==> src/rtl/seq_divider_32_pkg.sv <==
`default_nettype none
// ============================================================================
//  Module      : div_pkg
//  Description : Shared types and constants for the sequential signed divider.
//  Revision    : 1.0 - initial release
// ============================================================================
package div_pkg;

    // Operand / result width of the divider datapath.
    localparam int DIV_W = 32;

    // Iteration counter width: enough to count DIV_W restoring steps.
    localparam int CNT_W = $clog2(DIV_W);

    // Controller states.
    typedef enum logic [1:0] {
        IDLE = 2'd0,
        CALC = 2'd1,
        FIX  = 2'd2
    } div_state_e;

endpackage
`default_nettype wire

==> src/rtl/seq_divider_32_step.sv <==
`default_nettype none
// ============================================================================
//  Module      : div_step
//  Description : One combinational restoring-division iteration on unsigned
//                magnitudes: shift in a dividend bit, trial-subtract the
//                divisor, keep the difference when it does not go negative.
//  Revision    : 1.0 - initial release
// ============================================================================
module div_step
    import div_pkg::*;
#(
    parameter int WIDTH = DIV_W
) (
    input  logic [WIDTH:0]   i_rem,
    input  logic [WIDTH-1:0] i_dvs,
    input  logic             i_bit,
    output logic [WIDTH:0]   o_rem,
    output logic             o_q_bit
);

    logic [WIDTH:0]   w_shift;
    logic [WIDTH+1:0] w_diff;
    logic             w_neg;

    // Shift, trial subtract, and restore on borrow.
    always_comb begin
        w_shift = {i_rem[WIDTH-1:0], i_bit};
        w_diff  = {1'b0, w_shift} - {2'b00, i_dvs};
        // A set top bit in the incoming remainder means the shifted value
        // already exceeds any WIDTH-bit divisor, so the subtraction succeeds.
        w_neg   = w_diff[WIDTH+1] & ~i_rem[WIDTH];
        o_q_bit = ~w_neg;
        o_rem   = w_neg ? w_shift : w_diff[WIDTH:0];
    end

endmodule
`default_nettype wire

==> src/rtl/seq_divider_32.sv <==
`default_nettype none
// ============================================================================
//  Module      : seq_divider_32
//  Description : Iterative signed radix-2 restoring divider with valid/ready
//                request handshake. Produces a truncated quotient and a
//                remainder carrying the dividend's sign, plus divide-by-zero
//                and overflow flags, WIDTH+2 cycles after acceptance.
//  Revision    : 1.0 - initial release
// ============================================================================
module seq_divider_32
    import div_pkg::*;
#(
    parameter int WIDTH = DIV_W
) (
    input  logic             clk,
    input  logic             rst,
    input  logic             valid_in,
    output logic             ready,
    input  logic [WIDTH-1:0] a,
    input  logic [WIDTH-1:0] b,
    output logic [WIDTH-1:0] quot,
    output logic [WIDTH-1:0] rem,
    output logic             div_by_zero,
    output logic             overflow,
    output logic             valid_out
);

    localparam logic [CNT_W-1:0] c_LAST = CNT_W'(WIDTH - 1);

    div_state_e       r_state;
    logic [CNT_W-1:0] r_cnt;
    // Holds |a| being shifted out at the top while quotient bits enter at the
    // bottom; after the last iteration it holds the quotient magnitude.
    logic [WIDTH-1:0] r_dq;
    logic [WIDTH-1:0] r_dvs;
    logic [WIDTH:0]   r_prem;
    logic             r_sign_q;
    logic             r_sign_r;
    logic             r_dz;

    logic [WIDTH:0]   w_next_rem;
    logic             w_q_bit;

    div_step #(
        .WIDTH (WIDTH)
    ) u_step (
        .i_rem   (r_prem),
        .i_dvs   (r_dvs),
        .i_bit   (r_dq[WIDTH-1]),
        .o_rem   (w_next_rem),
        .o_q_bit (w_q_bit)
    );

    // Requests are taken only in IDLE and never while reset is asserted.
    assign ready = (r_state == IDLE) && !rst;

    // Controller, iteration datapath and result registers.
    always_ff @(posedge clk) begin
        if (rst) begin
            r_state     <= IDLE;
            r_cnt       <= '0;
            r_dq        <= '0;
            r_dvs       <= '0;
            r_prem      <= '0;
            r_sign_q    <= 1'b0;
            r_sign_r    <= 1'b0;
            r_dz        <= 1'b0;
            quot        <= '0;
            rem         <= '0;
            div_by_zero <= 1'b0;
            overflow    <= 1'b0;
            valid_out   <= 1'b0;
        end else begin
            valid_out <= 1'b0;
            case (r_state)
                IDLE: begin
                    if (valid_in) begin
                        r_sign_q <= a[WIDTH-1] ^ b[WIDTH-1];
                        r_sign_r <= a[WIDTH-1];
                        r_prem   <= '0;
                        r_cnt    <= '0;
                        if (b == '0) begin
                            // Zero divisor skips the iterations entirely;
                            // the raw dividend becomes the remainder.
                            r_dz    <= 1'b1;
                            r_dq    <= a;
                            r_state <= FIX;
                        end else begin
                            r_dz    <= 1'b0;
                            r_dq    <= a[WIDTH-1] ? -a : a;
                            r_dvs   <= b[WIDTH-1] ? -b : b;
                            r_state <= CALC;
                        end
                    end
                end
                CALC: begin
                    r_prem <= w_next_rem;
                    r_dq   <= {r_dq[WIDTH-2:0], w_q_bit};
                    r_cnt  <= r_cnt + CNT_W'(1);
                    if (r_cnt == c_LAST) begin
                        r_state <= FIX;
                    end
                end
                FIX: begin
                    valid_out <= 1'b1;
                    r_state   <= IDLE;
                    if (r_dz) begin
                        quot        <= '1;
                        rem         <= r_dq;
                        div_by_zero <= 1'b1;
                        overflow    <= 1'b0;
                    end else begin
                        quot        <= r_sign_q ? -r_dq : r_dq;
                        rem         <= r_sign_r ? -r_prem[WIDTH-1:0] : r_prem[WIDTH-1:0];
                        div_by_zero <= 1'b0;
                        // A positive quotient with magnitude 2^(WIDTH-1) is
                        // unrepresentable; only MIN / -1 reaches it.
                        overflow    <= ~r_sign_q & r_dq[WIDTH-1];
                    end
                end
                default: r_state <= IDLE;
            endcase
        end
    end

endmodule
`default_nettype wire
==> config.mk <==
export PLATFORM = sky130hd
export DESIGN_NAME = seq_divider_32
export DESIGN_NICKNAME = d
export VERILOG_FILES = /design/src/rtl/seq_divider_32_pkg.sv /design/src/rtl/seq_divider_32_step.sv /design/src/rtl/seq_divider_32.sv
export SDC_FILE = /design/constraint.sdc
export NUM_CORES = 1
export LEC_CHECK = 0
export ABC_AREA = 1
export BUFFER_PORTS_ARGS = -buffer_cell sky130_fd_sc_hd__buf_2
export CORE_ASPECT_RATIO = 0.9
export CORE_MARGIN = 2
export CORE_UTILIZATION = 40
export CTS_BUF_LIST = sky130_fd_sc_hd__clkbuf_8
export CTS_CLUSTER_SIZE = 40
export DETAILED_ROUTE_END_ITERATION = 16
export PLACE_DENSITY_LB_ADDON = 0.12
export SETUP_SLACK_MARGIN = 0.1
export SYNTH_ARGS = -nofsm -noshare
export SYNTH_HDL_FRONTEND = slang
export SYNTH_SLANG_ARGS = --single-unit
==> constraint.sdc <==
create_clock -name clk -period 2.5 [get_ports clk]
set_input_delay 0.625 -clock clk [delete_from_list [all_inputs] [get_ports clk]]
set_output_delay 0.625 -clock clk [all_outputs]
set_load 0.05 [all_outputs]
# == Yosys cells after proc, flatten, opt, wreduce, memory -nomap -nowiden ==
# Cells that the tools add are included.
# Widths: inputs -> output; s select.
# word_totals
inputBits,67
word_cells,62
out_inout_bits,68
register_bits,174
# classes
addsub,6
n_eq_ne,5
reduce_logical,9
bitwise,7
muxes,22
# op_table
op,count
$mux 32,8
$neg 32->32,4
$mux 33,2
$pmux 33 s2,1
$pmux 32 s2,1
$sub 33x32->34,1
$logic_not 32->1,1
$pmux 5 s2,1
$mux 2,3
$reduce_and 2->1,3
$add 5x1->5 const B,1
$eq 5x5->1 const B,1
$mux 5,1
$mux 1,4
$ne 2x2->1 const B,2
$not 1->1,4
$pmux 2 s2,1
$reduce_and 3->1,1
$and 1x1->1,2
$eq 2x1->1 const B,1
$eq 2x2->1 const B,1
$logic_not 2->1,1
$reduce_bool 2->1,1
$logic_and 1x1->1,1
2 further kinds,2

# == Longest topological paths before layout ==
# depth
word_depth,5
mapped_depth,18
depth_no_buf,16

# == Hierarchy ==
# From an unflattened synthesis, not the netlist that was laid out.
# unflattened
hier_cells,2290
hier_area_um2,13456.7
# modules_own_cells
module,seq_area_each_um2,instances,area_each_um2,cells_each
seq_divider_32,3483.3,1,10141.0,1605
div_step,0.0,1,3315.7,685

# == Least setup slack after synthesis ==
# No wires, ideal clock.
# synth_timing
kind,input-to-output
start,input port rst
end,output port ready
t_required_ns,1.875
path_buffers,2
setup_slack_ns,0.158
stages,3
arrival_ns,1.717
path_cell_list,clkbuf_1 -> clkbuf_1 -> nor2_1
# synth_between
elab_chain_len,2
# synth_rtl
element,line_no,text
start: declaration,seq_divider_32.sv:16,"input logic rst,"
$logic_not 1->1,seq_divider_32.sv:55,assign ready = (r_state == IDLE) && !rst;
$logic_and 1x1->1,seq_divider_32.sv:55,
end: declaration,seq_divider_32.sv:18,"output logic ready,"
# No other way between the ends.

# == Worst setup path after layout ==
# layout_timing
start,register r_dvs[8]
end,register r_prem[16]
# layout_between
elab_chain_len,4
# layout_rtl
element,line_no,text
start: declaration,seq_divider_32.sv:35,logic [WIDTH-1:0] r_dvs;
start signal: assignment,seq_divider_32.sv:91,r_dvs <= b[WIDTH-1] ? -b : b;
$sub 33x32->34 (*),seq_divider_32_step.sv:28,"w_diff = {1'b0, w_shift} - {2'b00, i_dvs};"
$and 1x1->1,seq_divider_32_step.sv:31,w_neg = w_diff[WIDTH+1] & ~i_rem[WIDTH];
$mux 33 (*),seq_divider_32_step.sv:33,o_rem = w_neg ? w_shift : w_diff[WIDTH:0];
$pmux 33 s2 (*),seq_divider_32.sv:75,case (r_state)
end signal: assignment,seq_divider_32.sv:97,r_prem <= w_next_rem;
end: declaration,seq_divider_32.sv:36,logic [WIDTH:0] r_prem;
# Mark *: on every way between the ends. The rest lies on a longest branch, timed or not.
# A chain may end at the register's enable or synchronous reset.

==> impl_metrics.tcl <==
set metrics [dict create \
    run_status "completed" \
    grt_first_pass_wirelength_um 79800 \
    maximum_achievable_frequency_ghz 0.432 \
    grt.total_usage_pct 27.8 \
    static-leakage-power_uw 0.00811 \
    placeableCoreArea_um2 34100 \
    synth_top_family_by_area "simple AND/OR/NAND/NOR gates" \
    maximum_number_of_pins_on_one_net_before_global_route_repair 82 \
    drive_above_1_share_pct 14.8 \
    powerDensity_nw_per_um2 1330 \
    postRouteWirelength_um 51900 \
    maxSlewViolCount 0 \
    timing.critical_path.to_type "flop" \
    dpl-instance-area_um2 15300 \
    drc 0 \
    tightestPinTransition_ns 0.605 \
    finClkSkew_ns 0.0120 \
    setup_viol_count_final 0 \
    cts_max_level 4 \
    clockRootBuffer "sky130_fd_sc_hd__clkbuf_8" \
    tritoncts "built" \
    final_antenna_net_count 0 \
    antenna_cells 0 \
    cpLargestDelayFamily "simple AND/OR/NAND/NOR gates" \
    final.min_clock_period_ns 2.31 \
    synth_seq_cells 174 \
    critical_path_class "flop to flop" \
    synthXorXnorAreaFrac_pct 3.78 \
    dr_iter_0_viols 1674 \
    synth_warnings 0 \
    synth.net_count 2432 \
    worst_path_max_delay_cell "sky130_fd_sc_hd__dfxtp_1" \
    critPathRequiredTime_ns 2.92 \
    max-cap-violations 0 \
    number_of_antenna_violations_at_the_first_check_in_global_routing 1 \
    ios 135 \
    post-route-period-util_pct 92.5 \
    hold_class "input pin to flop" \
    timing.slew.headroom_pct 59.6 \
    wl_per_cell_um 17.6 \
    clock_insertion_delay_worst_skew_ns 0.51 \
    grt_setup_unrepaired "yes" \
    post_synth_mux_area_share_pct 0 \
    clkSlewWorstSetupHoldPaths_ns 0.11 \
    clock_sink_count 174 \
    die_area_um2 36200 \
    cts_buffer_depth 2 \
    timing.critical_path.cells "inv_1, ha_4, nand2_1, inv_1, nand2_1, nand2_1, inv_1, nand3_2, nand2_2, nand2_2, nand3_4, buf_4, buf_4, nand4_1, nand3_1, nand2_1, inv_1" \
    post-place-ws_ns -0.169 \
    cts_inserted_buffers 17 \
    initial_utilization_pct 40.7 \
    synth_adder_area_share_pct 3.57 \
    synth_compound_gate_area_share_pct 14.1 \
    layout-area-overhead-vs-synth_pct 16.2 \
    gp_routability_congestion 0.928 \
    avg_synthesized_cell_area_um2 5.97 \
    fraction_of_the_mapped_netlist_area_in_simple_logic_gates_pct 39.8 \
    dr_vias 15700 \
    setup_slack_ns 0.187 \
    post_cts_hold_buffer_count 0 \
    cp-start-kind "flop" \
    total_power_uw 21500 \
    synth.cell_area_um2 13900 \
    num-nets-final 2580 \
    rows 64 \
    via_count_of_the_first_global_routing_pass 14000 \
    die_h_um 181 \
    numPortBuffers 134 \
    cp.arrival_ns 2.73 \
    ir_drop_uv 908 \
    seq_area_frac_synth_pct 25.1 \
    dp_hpwl_um 39900 \
    grt_remaining_overflow 0 \
    delay_contributed_by_the_slowest_stage_of_the_critical_path_ns 0.37 \
    cp_num_buf_inv 6 \
    yosys.cell_types.count 55 \
    crit_path_max_fanout 4 \
    final_area_um2 16100 \
    drtPass1Iterations 6 \
    average_vias_per_placed_instance 5.31 \
    cell_count_after_synthesis 2326 \
    fill_cells 3697 \
    chipWidth_um 200 \
    final_hold_viol_count 0 \
]
-- cells in the mapped netlist, drive strengths merged --
cell | n | area [um^2]
xnor2 | 9 | 78.8
o32ai | 2 | 17.5
a21oi | 140 | 712
or2 | 7 | 43.8
nor3b | 1 | 7.51
buf | 46 | 322
nand3b | 10 | 75.1
nand3 | 235 | 1270
nand2 | 649 | 2480
a2111oi | 1 | 27.5
o221ai | 13 | 114
o22ai | 1 | 6.26
a221oi | 1 | 8.76
and3 | 2 | 12.5
xor2 | 51 | 447
o21bai | 5 | 37.5
a31oi | 23 | 144
dfxtp | 174 | 3480
o311a | 1 | 10.0
nor4 | 6 | 37.5
clkbuf | 51 | 191
and2 | 8 | 50.1
inv | 367 | 1380
ha | 38 | 475
o21ai | 146 | 742
nand4 | 73 | 487
nor2 | 212 | 852
clkinv | 1 | 3.75
nor3 | 36 | 218
o211ai | 13 | 118
fa | 1 | 20.0
o21a | 3 | 22.5
-- layer usage --
layer	up-vias	routed length [um]	global-route usage (%)
met2	602	22000	42.1
met5	-	0	0
met4	0	680	5.66
met1	7228	25600	42.0
li1	7799	-	-
met3	41	3630	3.30
-- path summary, 6_finish.rpt --
path	startpoint	endpoint	slack [ns]	depth (start not counted)
setup / recovery	r_dvs[8]	r_prem[16]	0.19	17
setup reg to reg	r_dvs[8]	r_prem[16]	0.19	17
hold / removal	b[0]	r_dvs[0]	0.38	3
hold reg to reg	r_cnt[4]	r_cnt[4]	0.48	2
-- power breakdown --
part	internal [uW]	total [uW]	switching, uW
clock network	1110	2300	1190
registers	3160	3600	442
logic	5240	15600	10300
-- flip-flops by register name (all words and copies together), names as in the netlist --
signal and flops:
r_sign_q 1, valid_out 1, r_dvs 32, r_prem 33
div_by_zero 1, r_dz 1, quot 32, r_dq 32
overflow 1, r_sign_r 1, r_state 2, rem 32
r_cnt 5
-- cell type report --
cell class	instances	area, um^2	area share, %
multi-input cells	1689	8810	54.5
flip-flops and latches	174	3490	21.6
repair buffers	224	1450	8.97
inverters	368	1380	8.57
well taps	462	578	3.58
clock buffers	18	248	1.53
clock inverters	14	190	1.18
-- cells in the final DEF, fill, tap and decap left out, types with 4 or more instances in the layout --
cell,n
sky130_fd_sc_hd__a21oi_1,135
sky130_fd_sc_hd__a21oi_2,5
sky130_fd_sc_hd__a31oi_1,23
sky130_fd_sc_hd__and2_1,7
sky130_fd_sc_hd__buf_12,6
sky130_fd_sc_hd__buf_2,133
sky130_fd_sc_hd__buf_4,82
sky130_fd_sc_hd__bufinv_16,4
sky130_fd_sc_hd__clkbuf_8,18
sky130_fd_sc_hd__clkinvlp_4,4
sky130_fd_sc_hd__dfxtp_1,171
sky130_fd_sc_hd__ha_1,18
sky130_fd_sc_hd__ha_2,7
sky130_fd_sc_hd__ha_4,13
sky130_fd_sc_hd__inv_1,358
sky130_fd_sc_hd__inv_2,9
sky130_fd_sc_hd__nand2_1,638
sky130_fd_sc_hd__nand2_2,8
sky130_fd_sc_hd__nand3_1,217
sky130_fd_sc_hd__nand3_2,17
sky130_fd_sc_hd__nand3b_1,10
sky130_fd_sc_hd__nand4_1,71
sky130_fd_sc_hd__nor2_1,191
sky130_fd_sc_hd__nor2_2,14
sky130_fd_sc_hd__nor2_4,6
sky130_fd_sc_hd__nor3_1,29
sky130_fd_sc_hd__nor3_4,4
sky130_fd_sc_hd__nor4_1,6
sky130_fd_sc_hd__o211ai_1,9
sky130_fd_sc_hd__o211ai_2,4
sky130_fd_sc_hd__o21ai_0,115
sky130_fd_sc_hd__o21ai_1,28
sky130_fd_sc_hd__o21bai_1,5
sky130_fd_sc_hd__o221ai_1,13
sky130_fd_sc_hd__or2_2,7
sky130_fd_sc_hd__xnor2_1,9
sky130_fd_sc_hd__xor2_1,51
-- what timing repair did --
item                       in CTS  in global routing
resized for setup               2                 53
setup endpoints to repair      12                 40
hold endpoints to repair        0                  0
cloned                          0                  3
setup buffers                   0                 10
pin swaps                       0                  4
-- stage by stage --
step / cells / setup TNS [ns] / utilization [%] / hold WS (ns)
6_report: 2949 / 0 / 47.3 / 0.383
4_1_cts: 2936 / 0 / 46.2 / 0.363
3_3_place_gp: 2904 / -0.146 / 44.9 / 0.453
5_1_grt: 2949 / 0 / 47.3 / 0.399
3_5_place_dp: 2904 / -0.169 / 44.9 / 0.471
2_1_floorplan: 2326 / 0 / - / 0.435
-- worst min-delay path, cell delays in order --
cell	delay [ns]
sky130_fd_sc_hd__buf_2	0.10
sky130_fd_sc_hd__inv_1	0.07
sky130_fd_sc_hd__a21oi_1	0.06
-- cell families (layout without fill, tap and decap cells) --
| kind of cell | count (synthesis) | count (layout) |
|---|---|---|
| xor gates and xnor gates | 60 | 60 |
| DFF | 174 | 174 |
| AOI/OAI and AO/OA | 349 | 349 |
| buffers and inverters | 465 | 624 |
| and+or+nand+nor | 1239 | 1241 |
| adders and majority gates | 39 | 39 |
Note: power is estimated with default switching activity, not from simulation.
